[src/rtl/periph_bus_arbiter_if.sv]
`default_nettype none
// +--------------------------------------------------------------------------+
// | Module      : periph_bus_arbiter_if                                      |
// | Description : One master's request/ack port into periph_bus_arbiter.     |
// |               The arbiter has two of these ports, one for each master.   |
// |   req   master -> arbiter  transaction request, held until ack           |
// |   we    master -> arbiter  1 = write, 0 = read                           |
// |   addr  master -> arbiter  register address                              |
// |   wdata master -> arbiter  write data                                    |
// |   lock  master -> arbiter  keep the bus owned after this transaction     |
// |   ack   arbiter -> master  one-cycle completion pulse                    |
// |   rdata arbiter -> master  read data, valid with ack, held until next ack|
// | Revision    : 1.0  initial release                                       |
// +--------------------------------------------------------------------------+
interface periph_bus_arbiter_if #(
   parameter int ADDR_W = 5,
   parameter int DATA_W = 32
);
   logic              req;
   logic              we;
   logic [ADDR_W-1:0] addr;
   logic [DATA_W-1:0] wdata;
   logic              lock;
   logic              ack;
   logic [DATA_W-1:0] rdata;

   modport master (output req, we, addr, wdata, lock, input ack, rdata);
   modport slave  (input req, we, addr, wdata, lock, output ack, rdata);
endinterface
`default_nettype wire

[src/rtl/periph_bus_arbiter.sv]
`default_nettype none
// +--------------------------------------------------------------------------+
// | Module      : periph_bus_arbiter                                         |
// | Description : Shares the peripheral register bus (A/WD/WE/RD) between    |
// |               m0 (CPU data port) and m1 (debug/DMA bridge). Round-robin  |
// |               arbitration, req/ack handshake, one-cycle write strobes    |
// |               and an optional bus lock with an idle-owner timeout.       |
// | Ports       :                                                            |
// |   clk, rst_n    clock (rising edge), asynchronous active-low reset       |
// |   m0, m1        master ports (periph_bus_arbiter_if.slave)               |
// |   p_A, p_WD     address / write data to peripherals (held between uses)  |
// |   p_WE          write strobe to peripherals, high in ACCESS only         |
// |   p_RD          combinational read data from peripherals                 |
// |   lock_timeout  one-cycle pulse when a held lock is force-released       |
// | Revision    : 1.0  initial release                                       |
// +--------------------------------------------------------------------------+
module periph_bus_arbiter #(
   parameter int ADDR_W       = 5,
   parameter int DATA_W       = 32,
   parameter int LOCK_TIMEOUT = 16
) (
   input  wire logic              clk,
   input  wire logic              rst_n,
   periph_bus_arbiter_if.slave    m0,
   periph_bus_arbiter_if.slave    m1,
   output logic [ADDR_W-1:0]      p_A,
   output logic [DATA_W-1:0]      p_WD,
   output logic                   p_WE,
   input  wire logic [DATA_W-1:0] p_RD,
   output logic                   lock_timeout
);

   localparam int                 c_CNT_W    = $clog2(LOCK_TIMEOUT + 1);
   localparam logic [c_CNT_W-1:0] c_CNT_LAST = c_CNT_W'(LOCK_TIMEOUT - 1);
   localparam logic [c_CNT_W-1:0] c_CNT_ONE  = c_CNT_W'(1);

   typedef enum logic [1:0] {
      S_IDLE   = 2'd0,
      S_ACCESS = 2'd1,
      S_RESP   = 2'd2
   } state_t;

   state_t              r_state;
   logic                r_owner;        // current / most recent grantee, also lock owner
   logic                r_we;
   logic                r_last_grant;
   logic                r_lock_active;
   logic [c_CNT_W-1:0]  r_cnt;
   logic                r_ack0;
   logic                r_ack1;
   logic [DATA_W-1:0]   r_rdata0;
   logic [DATA_W-1:0]   r_rdata1;

   logic [1:0]          w_req;
   logic                w_owner_req;
   logic                w_force_release;
   logic                w_lock_hold;
   logic [1:0]          w_elig;
   logic                w_gnt;
   logic                w_sel_we;
   logic                w_sel_lock;
   logic [ADDR_W-1:0]   w_sel_addr;
   logic [DATA_W-1:0]   w_sel_wdata;

   assign w_req       = {m1.req, m0.req};
   assign w_owner_req = r_owner ? m1.req : m0.req;

   // The idle cycle that completes the timeout already arbitrates as if the
   // lock were gone, so a waiting master is granted without an extra cycle.
   assign w_force_release = (r_state == S_IDLE) && r_lock_active && !w_owner_req &&
                            (r_cnt == c_CNT_LAST);
   assign w_lock_hold     = r_lock_active && !w_force_release;
   assign w_elig          = w_lock_hold ? (w_req & (r_owner ? 2'b10 : 2'b01)) : w_req;

   // Tie goes to whichever master was not granted last.
   always_comb begin
      w_gnt = 1'b0;
      if (w_elig == 2'b11) begin
         w_gnt = ~r_last_grant;
      end else if (w_elig[1]) begin
         w_gnt = 1'b1;
      end
   end

   assign w_sel_we    = w_gnt ? m1.we    : m0.we;
   assign w_sel_lock  = w_gnt ? m1.lock  : m0.lock;
   assign w_sel_addr  = w_gnt ? m1.addr  : m0.addr;
   assign w_sel_wdata = w_gnt ? m1.wdata : m0.wdata;

   always_ff @(posedge clk or negedge rst_n) begin
      if (!rst_n) begin
         r_state       <= S_IDLE;
         r_owner       <= 1'b0;
         r_we          <= 1'b0;
         r_last_grant  <= 1'b1;
         r_lock_active <= 1'b0;
         r_cnt         <= '0;
         r_ack0        <= 1'b0;
         r_ack1        <= 1'b0;
         r_rdata0      <= '0;
         r_rdata1      <= '0;
         p_A           <= '0;
         p_WD          <= '0;
         p_WE          <= 1'b0;
         lock_timeout  <= 1'b0;
      end else begin
         lock_timeout <= 1'b0;
         case (r_state)
            S_IDLE: begin
               if (!r_lock_active || w_owner_req) begin
                  r_cnt <= '0;
               end else if (w_force_release) begin
                  r_lock_active <= 1'b0;
                  lock_timeout  <= 1'b1;
                  r_cnt         <= '0;
               end else begin
                  r_cnt <= r_cnt + c_CNT_ONE;
               end
               // A grant in the same cycle as a forced release overrides the
               // lock state with the new grantee's lock request.
               if (w_elig != 2'b00) begin
                  r_owner       <= w_gnt;
                  r_last_grant  <= w_gnt;
                  r_lock_active <= w_sel_lock;
                  r_cnt         <= '0;
                  r_we          <= w_sel_we;
                  p_A           <= w_sel_addr;
                  p_WD          <= w_sel_wdata;
                  p_WE          <= w_sel_we;
                  r_state       <= S_ACCESS;
               end
            end
            S_ACCESS: begin
               p_WE <= 1'b0;
               if (!r_we) begin
                  if (r_owner) begin
                     r_rdata1 <= p_RD;
                  end else begin
                     r_rdata0 <= p_RD;
                  end
               end
               if (r_owner) begin
                  r_ack1 <= 1'b1;
               end else begin
                  r_ack0 <= 1'b1;
               end
               r_state <= S_RESP;
            end
            S_RESP: begin
               r_ack0  <= 1'b0;
               r_ack1  <= 1'b0;
               r_state <= S_IDLE;
            end
            default: begin
               p_WE    <= 1'b0;
               r_ack0  <= 1'b0;
               r_ack1  <= 1'b0;
               r_state <= S_IDLE;
            end
         endcase
      end
   end

   assign m0.ack   = r_ack0;
   assign m1.ack   = r_ack1;
   assign m0.rdata = r_rdata0;
   assign m1.rdata = r_rdata1;

endmodule
`default_nettype wire
[src/flat_wrapper.sv]
// flat-port wrapper written by rule: the top's interface ports become plain ports
module periph_bus_arbiter_flat 
#(
   parameter int ADDR_W       = 5,
   parameter int DATA_W       = 32,
   parameter int LOCK_TIMEOUT = 16
)
  (clk, rst_n, p_A, p_WD, p_WE, p_RD, lock_timeout, m0_req, m0_we, m0_addr, m0_wdata, m0_lock, m0_ack, m0_rdata, m1_req, m1_we, m1_addr, m1_wdata, m1_lock, m1_ack, m1_rdata);
  periph_bus_arbiter_if #(.ADDR_W(ADDR_W), .DATA_W(DATA_W)) m0_i ();
  periph_bus_arbiter_if #(.ADDR_W(ADDR_W), .DATA_W(DATA_W)) m1_i ();
  input  wire logic clk;
  input  wire logic rst_n;
  output logic [ADDR_W-1:0] p_A;
  output logic [DATA_W-1:0] p_WD;
  output logic p_WE;
  input  wire logic [DATA_W-1:0] p_RD;
  output logic lock_timeout;
  input wire logic [$bits(m0_i.req)-1:0] m0_req;
  input wire logic [$bits(m0_i.we)-1:0] m0_we;
  input wire logic [$bits(m0_i.addr)-1:0] m0_addr;
  input wire logic [$bits(m0_i.wdata)-1:0] m0_wdata;
  input wire logic [$bits(m0_i.lock)-1:0] m0_lock;
  output wire logic [$bits(m0_i.ack)-1:0] m0_ack;
  output wire logic [$bits(m0_i.rdata)-1:0] m0_rdata;
  input wire logic [$bits(m1_i.req)-1:0] m1_req;
  input wire logic [$bits(m1_i.we)-1:0] m1_we;
  input wire logic [$bits(m1_i.addr)-1:0] m1_addr;
  input wire logic [$bits(m1_i.wdata)-1:0] m1_wdata;
  input wire logic [$bits(m1_i.lock)-1:0] m1_lock;
  output wire logic [$bits(m1_i.ack)-1:0] m1_ack;
  output wire logic [$bits(m1_i.rdata)-1:0] m1_rdata;
  assign m0_i.req = m0_req;
  assign m0_i.we = m0_we;
  assign m0_i.addr = m0_addr;
  assign m0_i.wdata = m0_wdata;
  assign m0_i.lock = m0_lock;
  assign m0_ack = m0_i.ack;
  assign m0_rdata = m0_i.rdata;
  assign m1_i.req = m1_req;
  assign m1_i.we = m1_we;
  assign m1_i.addr = m1_addr;
  assign m1_i.wdata = m1_wdata;
  assign m1_i.lock = m1_lock;
  assign m1_ack = m1_i.ack;
  assign m1_rdata = m1_i.rdata;
  periph_bus_arbiter #(.ADDR_W(ADDR_W), .DATA_W(DATA_W), .LOCK_TIMEOUT(LOCK_TIMEOUT)) u_core (.clk(clk), .rst_n(rst_n), .m0(m0_i), .m1(m1_i), .p_A(p_A), .p_WD(p_WD), .p_WE(p_WE), .p_RD(p_RD), .lock_timeout(lock_timeout));
endmodule
[config.mk]
export PLATFORM = sky130hd
export DESIGN_NAME = periph_bus_arbiter_flat
export DESIGN_NICKNAME = d
export VERILOG_FILES = /design/src/rtl/periph_bus_arbiter_if.sv /design/src/rtl/periph_bus_arbiter.sv /design/src/flat_wrapper.sv
export SDC_FILE = /design/constraint.sdc
export NUM_CORES = 1
export LEC_CHECK = 0
export ABC_AREA = 1
export BUFFER_PORTS_ARGS = -buffer_cell sky130_fd_sc_hd__buf_4
export CAP_MARGIN = 20
export CORE_UTILIZATION = 52
export CTS_CLUSTER_SIZE = 14
export DETAILED_ROUTE_END_ITERATION = 10
export GPL_TIMING_DRIVEN = 0
export PLACE_DENSITY_LB_ADDON = 0.08
export SLEW_MARGIN = 20
export SYNTH_ARGS = -nofsm -noshare
export SYNTH_HDL_FRONTEND = slang
export SYNTH_SLANG_ARGS = --single-unit
[constraint.sdc]
create_clock -name clk -period 2.7 [get_ports clk]
set_input_delay 0.675 -clock clk [delete_from_list [all_inputs] [get_ports clk]]
set_output_delay 0.675 -clock clk [all_outputs]
set_load 0.02 [all_outputs]
Word level (Yosys, flattened, before mapping)
Cells that the tools add are included.
{ "totals": {"output_inout_bits": 105, "in_bits": 114, "reg_bits": 116, "word_cells": 73} }
{ "op_classes": {"n_mux": 26, "reduce_logical": 18, "n_eq_ne": 8, "addsub": 1, "bitwise": 6} }
{ "ops": {"columns": ["op", "n"], "rows": [
  ["$mux W32", 1],
  ["$mux W5", 4],
  ["$mux W1", 14],
  ["$reduce_and A3 Y1", 3],
  ["$reduce_and A2 Y1", 4],
  ["$mux W2", 3],
  ["$ne A2 B2 Y1 const B", 3],
  ["$pmux W1 S2", 3],
  ["$add A5 B1 Y5 const B", 1],
  ["$eq A5 B4 Y1 const B", 1],
  ["$not A1 Y1", 5],
  ["$eq A2 B2 Y1 const B", 2],
  ["$logic_and A1 B1 Y1", 4],
  ["$pmux W2 S2", 1],
  ["$reduce_bool A2 Y1", 2],
  ["$logic_not A1 Y1", 3],
  ["$and A2 B2 Y2", 1],
  ["$eq A2 B1 Y1 const B", 1],
  ["$logic_not A2 Y1", 1],
  ["$ne A2 B1 Y1 const B", 1],
  ["$logic_or A1 B1 Y1", 1]
]} }

Logic depth before layout (Yosys ltp)
Gate-level depths: netlist of run 1.
{ "logic_depth": {"ltp_word": 12, "ltp_mapped": 13, "depth_no_buf": 11} }

Worst setup path before layout of run 1
Ideal clock, no wire load.
{ "synth_path": {"path_kind": "input-to-reg", "startpoint": "input m1_req", "endpoint": "register u_core.p_A[4]", "stages": 12, "setup_ps": 118, "t_required_ps": 2582, "path_buffers": 2, "setup_slack_ps": 918, "arrival_time_ps": 1665, "path_cell_list": "inv_1 > nand2_1 > nand2_1 > nand3_2 > nand3_2 > nand2_1 > nand2_1 > nand2_2 > buf_6 > buf_6 > nand2_1 > nand2_1"} }
{ "synth_between": {"elab_chain_cells": 10, "word_cells_on_any_way": 14, "cone_classes": "1 x eq/ne; 5 x mux; 1 x bitwise; 7 x reduce/logical"} }
{ "synth_rtl": {"columns": ["item", "line_no", "text"], "rows": [
  ["start, declared", "flat_wrapper.sv:25", "input wire logic [$bits(m1_i.req)-1:0] m1_req;"],
  ["$mux W1", "periph_bus_arbiter.sv:66", "assign w_owner_req = r_owner ? m1.req : m0.req;"],
  ["$logic_not A1 Y1", "periph_bus_arbiter.sv:70", "assign w_force_release = (r_state == S_IDLE) && r_lock_active && !w_owner_req &&"],
  ["$logic_and A1 B1 Y1 (2 in series)", "periph_bus_arbiter.sv:70", null],
  ["$logic_not A1 Y1", "periph_bus_arbiter.sv:72", "assign w_lock_hold = r_lock_active && !w_force_release;"],
  ["$logic_and A1 B1 Y1", "periph_bus_arbiter.sv:72", null],
  ["$mux W2 (*)", "periph_bus_arbiter.sv:73", "assign w_elig = w_lock_hold ? (w_req & (r_owner ? 2'b10 : 2'b01)) : w_req;"],
  ["$eq A2 B2 Y1 or $mux W1 (tied branches)", "periph_bus_arbiter.sv:78, periph_bus_arbiter.sv:80", null],
  ["$mux W1", "periph_bus_arbiter.sv:78", "if (w_elig == 2'b11) begin"],
  ["$mux W5", "periph_bus_arbiter.sv:87", "assign w_sel_addr = w_gnt ? m1.addr : m0.addr;"],
  ["end signal, assigned", "periph_bus_arbiter.sv:127", "p_A <= w_sel_addr;"],
  ["end, declared", "periph_bus_arbiter.sv:26", "output logic [ADDR_W-1:0] p_A,"]
]} }
Every way passes the cells marked *; elsewhere a longest branch is shown, timed or not.
A chain may end at the register's enable or synchronous reset.

Final worst setup path of run 1
{ "layout_path": {"startpoint": "register u_core.r_cnt[1]", "endpoint": "register u_core.p_WD[24]"} }
{ "layout_between": {"elab_chain_cells": 8, "word_cells_on_any_way": 11, "cone_classes": "2 x eq/ne; 4 x mux; 5 x reduce/logical"} }
{ "layout_rtl": {"columns": ["item", "line_no", "text"], "rows": [
  ["start, declared", "periph_bus_arbiter.sv:48", "logic [c_CNT_W-1:0] r_cnt;"],
  ["start signal, assigned", "periph_bus_arbiter.sv:117", "r_cnt <= r_cnt + c_CNT_ONE;"],
  ["$eq A5 B4 Y1 (*)", "periph_bus_arbiter.sv:71", "(r_cnt == c_CNT_LAST);"],
  ["$logic_and A1 B1 Y1 (*)", "periph_bus_arbiter.sv:70", null],
  ["$logic_not A1 Y1 (*)", "periph_bus_arbiter.sv:72", null],
  ["$logic_and A1 B1 Y1 (*)", "periph_bus_arbiter.sv:72", null],
  ["$mux W2 (*)", "periph_bus_arbiter.sv:73", null],
  ["$eq A2 B2 Y1 or $mux W1 (tied branches)", "periph_bus_arbiter.sv:78, periph_bus_arbiter.sv:80", null],
  ["$mux W1", "periph_bus_arbiter.sv:78", null],
  ["$mux W32", "periph_bus_arbiter.sv:88", "assign w_sel_wdata = w_gnt ? m1.wdata : m0.wdata;"],
  ["end signal, assigned", "periph_bus_arbiter.sv:128", "p_WD <= w_sel_wdata;"],
  ["end, declared", "periph_bus_arbiter.sv:27", "output logic [DATA_W-1:0] p_WD,"]
]} }
Marks and branches as above.

==> flow_summary.ini, run 1 <==
[clocking]
cts_buffers = 17
root_buffer = clkbuf_8
clk_path_buf_depth = 2
cts_setup_buffers = 0
clk_pin_slew_ps = 60
htreeDepth = 4
tritoncts = yes
clk_latency_ps = 500
cts_sinks = 116
post_cts_resized = 0
cts-hold-fix-buffers = 0

[floorplanning]
core_um2 = 9729
io_pins = 219
core.rowCount = 36
die_area_um2 = 10440
initial_utilization_pct = 53.64
die_h_um = 102.2
die_w_um = 102.2

[synthesis]
yosysTopAreaCell = dfrtp_1
synth_commonest_cells = nand2_1 (211), inv_1 (118), dfrtp_1 (115)
yosys-top-cells-area = dfrtp_1 (55%), nand2_1 (15%), inv_1 (8.5%), nand3_1 (8.1%), o21ai_0 (6.2%)
yosys_warnings = 0
ys_types = 23
syn-cell-area_um2 = 5219
synth_top_area_share_pct = 55.14
synth-seq-cells = 116
synth.most_common_cell = nand2_1
synthArstFlopShare_pct = 100.0
netlist_instances = 650
synth_nets = 765
synth_area_per_cell_um2 = 8.029
synth_flop_cell = dfrtp_1
synth_seq_area_share_pct = 55.65
synth_edf_count = 0

[sta]
setup-violations-final = 0
worstMarginPinSlew_ps = 904.4
hold_viol = 0
setup_tns_ps = 0
fin_crit_sh_pct = 74.69
skew_ps = 9.521
period_needed_ps = 2017
max_freq_mhz = 495.9
rsz0062_at_grt = no
slew_viol_final = 0
slew_headroom_pct = 39.71
setup_ws_ps = 683.3

[run_status]
status = finished clean

[route]
drt-total-wl_um = 14200
drt_pass1_iterations = 5
vias = 5103
via_per_inst = 4.940
ant_nets = 0
drc = 0
dr.first_iter.drc_count = 237
wl_per_cell_um = 13.75

[grt]
grt_max_degree = 117
antenna_found_initial = 0
grt_remaining_overflow = 0
grt_use_total_pct = 27.86
grt_pass1_vias = 4897
grt_pass1_wl_um = 22450

[final_layout]
nets = 1002
num_antenna_cells = 0
drive_gt1_share_pct = 31.22
area_growth_pct = 46.70
layout.cells.non_filler = 1033

[power_and_ir_drop]
peakVddDrop_mv = 0.7647
power.density_nw_per_um2 = 1326
p_leak_uw = 0.004453

[placed_design]
portBuffers = 218
globalplace.congestion = 0.8852
post-place-ws_ps = 523.7
dpl.hpwl_um = 10170
place_inst = 1001

[worst_setup_path]
slowest_delay_ps = 390
timing.rr.start = u_core.r_cnt[1]
path_class = flop to flop
r2r_cells = 12
rrSetupSlack_ps = 680
worst_setup_path_end_kind = flop
crit_chain = ha_1 > nand3_1 > nor2_1 > nand3_2 > nand3_2 > nand3_2 > nand2_1 > buf_6 > buf_6 > nand2_1 > nand3_1 > nand2_1
critPathArrivalTime_ps = 2400
startpoint_type = flop
path_max_fanout = 10
r2r-end = u_core.p_WD[24]
required_ps = 3080
crit_slowest_cell = dfrtp_1

[run]
max_cap_viol_count = 0

[hold_path]
worstHoldPathType = input port to async pin
==> critical path: cells and delay by family (launching register included) <==
family	cells	cell delay (ps)
AND/OR/NAND/NOR	9	1000
flip-flops	1	390
buffers and inverters	2	310
adder cells (fa/ha/maj)	1	220
==> stage by stage <==
stage	cell area [um^2]	hold WS (ps)	utilization (%)	total power [uW]
final	7656	285.4	78.69	10150
after global placement	7022	458.1	72.17	7624
after floorplan	5219	379.4	-	5762
after global routing	7656	344.4	78.69	10790
after CTS	7654	362.3	78.67	10190
after detailed placement	7025	467.2	72.21	7796
==> layout make-up <==
class / count / area, um^2
tap: 133 / 166.4
clock inverter: 14 / 200.2
fill: 686 / 2073
buffer: 34 / 186.4
sequential: 116 / 2904
inverter: 121 / 454.2
clock buffer: 18 / 427.9
timing repair buffer: 218 / 1643
multi-input combinational: 379 / 1674
==> registers in the layout, indices dropped and copies added, names as in the netlist <==
name                  count
u_core.m0.rdata          32
u_core.m1.ack             1
u_core.m1.rdata          32
u_core.r_last_grant       1
u_core.r_we               1
u_core.r_cnt              5
u_core.p_WE               1
u_core.m0.ack             1
u_core.r_lock_active      1
u_core.lock_timeout       1
u_core.r_owner            1
u_core.r_state            2
u_core.p_A                5
u_core.p_WD              32
==> logic make-up (layout without fill, tap and decap cells) <==
| kind of cell | Yosys count | count (layout) | share of synthesized area [%] |
|---|---|---|---|
| compound gates | 68 | 68 | 6.593 |
| xor+xnor | 2 | 2 | 0.3357 |
| fa+ha+maj | 1 | 1 | 0.2397 |
| buf+inv | 155 | 405 | 12.27 |
| flops | 116 | 116 | 55.65 |
| simple gates | 308 | 308 | 24.91 |
==> placed cells by master, fill, tap and decap left out, types with 2 or more instances in the layout <==
cell / synthesis / layout
buf_2: 11 / 11
nand3_1: 84 / 84
clkbuf_1: 15 / 15
buf_4: 4 / 221
nor2_1: 2 / 2
bufinv_16: 0 / 4
nand2_1: 211 / 211
inv_1: 118 / 118
clkbuf_8: 0 / 3
o21ai_0: 65 / 65
clkinv_4: 0 / 3
or2_2: 2 / 2
nand3_2: 3 / 3
clkbuf_16: 0 / 16
dfrtp_1: 115 / 115
nand2_2: 2 / 2
clkinvlp_4: 0 / 3
inv_2: 3 / 3
inv_6: 0 / 3
buf_6: 4 / 4
nand4_1: 3 / 3
==> where the power goes <==
part	internal (uW)	total, uW	leakage [uW]	switching, uW
combinational	1850	4690	0.00273	2850
clock	1530	2350	0.000298	816
sequential	2600	3110	0.00142	507
total	5980	10200	0.00445	4170
==> layer usage <==
metal / vias up / track usage [%] / share of wire [%]
met2: 209 / 49.10 / 53
met1: 2412 / 33.38 / 39
met5: - / 0 / 0
met3: 19 / 6.908 / 6.9
met4: 0 / 9.231 / 1.4
li1: 2463 / - / -
==> how the worst max path moves through the flow <==
| stage | startpoint | to | slack, ps | cells past startpoint |
|---|---|---|---|---|
| after floorplan | m1_req | u_core.p_A[4] | 920 | 12 |
| after global placement | m1_req | u_core.p_WD[23] | 590 | 13 |
| after detailed placement | m1_req | u_core.p_WD[31] | 520 | 13 |
| after CTS | u_core.r_cnt[0] | u_core.p_WD[31] | 690 | 12 |
| after global routing | u_core.r_cnt[0] | u_core.p_WD[25] | 490 | 12 |
| final | u_core.r_cnt[1] | u_core.p_WD[24] | 680 | 12 |
Note: power is estimated with default switching activity, not from simulation.
==> inputs of run 2 (changes only) <==
--- a/config.mk
+++ b/config.mk
@@ -8,7 +8,7 @@
 export ABC_AREA = 1
 export BUFFER_PORTS_ARGS = -buffer_cell sky130_fd_sc_hd__buf_4
 export CAP_MARGIN = 20
-export CORE_UTILIZATION = 52
+export CORE_UTILIZATION = 48
 export CTS_CLUSTER_SIZE = 14
 export DETAILED_ROUTE_END_ITERATION = 10
 export GPL_TIMING_DRIVEN = 0
==> constraint.sdc (replaced) <==
create_clock -name clk -period 1.94 [get_ports clk]
set_input_delay 0.485 -clock clk [delete_from_list [all_inputs] [get_ports clk]]
set_output_delay 0.485 -clock clk [all_outputs]
set_load 0.02 [all_outputs]
==> flow_summary.ini, run 2 (synthesis gave the netlist of run 1 again) <==
[final_layout]
num_antenna_cells = 0
mostFrequentLayoutCell = buf_4
layout_common_cells = buf_4 (222), nand2_1 (205), inv_1 (118)
drive_gt1_share_pct = 33.92
nFillCells = 759
nets = 1007
area_growth_pct = 49.94

[clocking]
htreeDepth = 4
clk_path_buf_depth = 2
root_buffer = clkbuf_8
clk_latency_ps = 530
clk_pin_slew_ps = 60
tritoncts = yes
cts_buffers = 17
cts_sinks = 116

[floorplanning]
die_h_um = 106.3
die_area_um2 = 11290
io_pins = 219
initial_utilization_pct = 50.10
die_w_um = 106.3
core.rowCount = 37
core_um2 = 10420

[worst_setup_path]
startpoint_type = flop
worst_setup_path_end_kind = flop
path_max_fanout = 7
rrSetupSlack_ps = 50
path_class = flop to flop
critPathArrivalTime_ps = 2310
required_ps = 2350

[power_and_ir_drop]
power.density_nw_per_um2 = 1801
peakVddDrop_mv = 0.9110
p_leak_uw = 0.004509
finalPower_uw = 14090

[placed_design]
portBuffers = 218
post-place-ws_ps = -35.80
globalplace.congestion = 0.8055
dpl.hpwl_um = 10330

[route]
via_per_inst = 4.961
wl_met2_um = 7370
drt-total-wl_um = 14530
vias = 5164
dr.first_iter.drc_count = 337
dr_wl_met3_um = 932
drc = 0
top_layer_used = met4
drt_pass1_iterations = 5
ant_nets = 0
wl_met1_um = 5960
wl_per_cell_um = 13.95

[sta]
hold_viol = 0
slew_viol_final = 0
skew_ps = 8.297
max_freq_mhz = 528.3
setup_tns_ps = 0
slew_headroom_pct = 70.39
period_needed_ps = 1893
hold_ws_ps = 230.6
worstMarginPinSlew_ps = 444.1
setup-violations-final = 0
fin_crit_sh_pct = 97.56
setup_ws_ps = 47.25

[grt]
grt_remaining_overflow = 0
grt_use_total_pct = 26.77
grt_max_degree = 84
antenna_found_initial = 0
grt_pass1_wl_um = 23240
grt_pass1_vias = 5063

[run_status]
status = finished clean

[run]
max_cap_viol_count = 0

[hold_path]
worstHoldPathType = input port to flop
run 2: changes by cell type in the layout (fill, tap and decap cells not counted), moves of 2 or more:
cell / previous run / this run
clkbuf_2: 0 / 7
nand3_2: 3 / 1
nand2_1: 211 / 205
nand3_1: 84 / 82
buf_12: 0 / 2
nand3_4: 0 / 4
clkbuf_1: 15 / 3
clkbuf_8: 3 / 1
bufinv_16: 4 / 1
nand2_4: 0 / 5
clkbuf_4: 0 / 2
inv_6: 3 / 7
run 2: metrics by stage:
stage | cells | utilization [%] | cell area, um^2
CTS | 1038 | 73.24 | 7629
detailed placement | 1005 | 67.75 | 7057
floorplan | 650 | - | 5219
global placement | 1004 | 67.45 | 7025
finish | 1041 | 75.12 | 7825
global route | 1041 | 75.12 | 7825
run 2: where the power goes:
group / switching (uW) / total [uW] / leakage, uW / internal [uW]
Combinational: 4040 / 6810 / 0.00283 / 2770
Clock: 1200 / 2920 / 0.000263 / 1720
Sequential: 742 / 4370 / 0.00142 / 3630
run 2: routing by layer:
layer / track usage [%] / vias up
met5: 0 / -
met4: 10.91 / 0
met3: 8.032 / 25
met2: 43.65 / 205
met1: 33.21 / 2459
li1: - / 2475
run 2: critical path: stages (launching register included):
cell and delay, ps:
dfrtp_1 390, inv_2 80, nand2_1 160, nor2_2 200, nand3_4 140, nand3_4 120
nand3_4 130, nand2_4 110, buf_12 130, clkbuf_16 150, nand2_1 50, nand3_1 80
nand2_1 50
run 2: worst paths after layout:
path,start,to,cells past startpoint
max in group asynchronous,rst_n,u_core.m1.rdata[2],3
min reg2reg,u_core.p_WD[2],u_core.p_WD[2],2
min,p_RD[7],u_core.m0.rdata[7],3
max,u_core.r_state[1],u_core.p_WD[27],12
min in group asynchronous,rst_n,u_core.p_WD[30],2
max reg2reg,u_core.r_state[1],u_core.p_WD[27],12
run 2: what timing repair did:
item / 4_1_cts / 5_1_grt
gates resized for setup: 2 / 55
cloned: 0 / 1
hold endpoints to repair: 33 / 0
hold buffers: 1 / 0
endpoints found under the setup margin: 2 / 95
setup buffers: 0 / 3
pin swaps: 0 / 6
run 2: area by class of cell:
| cell class | count | area (um^2) | share of cell area, % |
|---|---|---|---|
| flip-flops and latches | 116 | 2904 | 37.11 |
| inverters | 121 | 456.7 | 5.836 |
| clock buffers | 17 | 414.1 | 5.293 |
| well taps | 136 | 170.2 | 2.175 |
| clock inverters | 15 | 143.9 | 1.839 |
| repair buffers | 224 | 1738 | 22.21 |
| plain buffers | 33 | 224.0 | 2.862 |
| multi-input cells | 379 | 1774 | 22.67 |
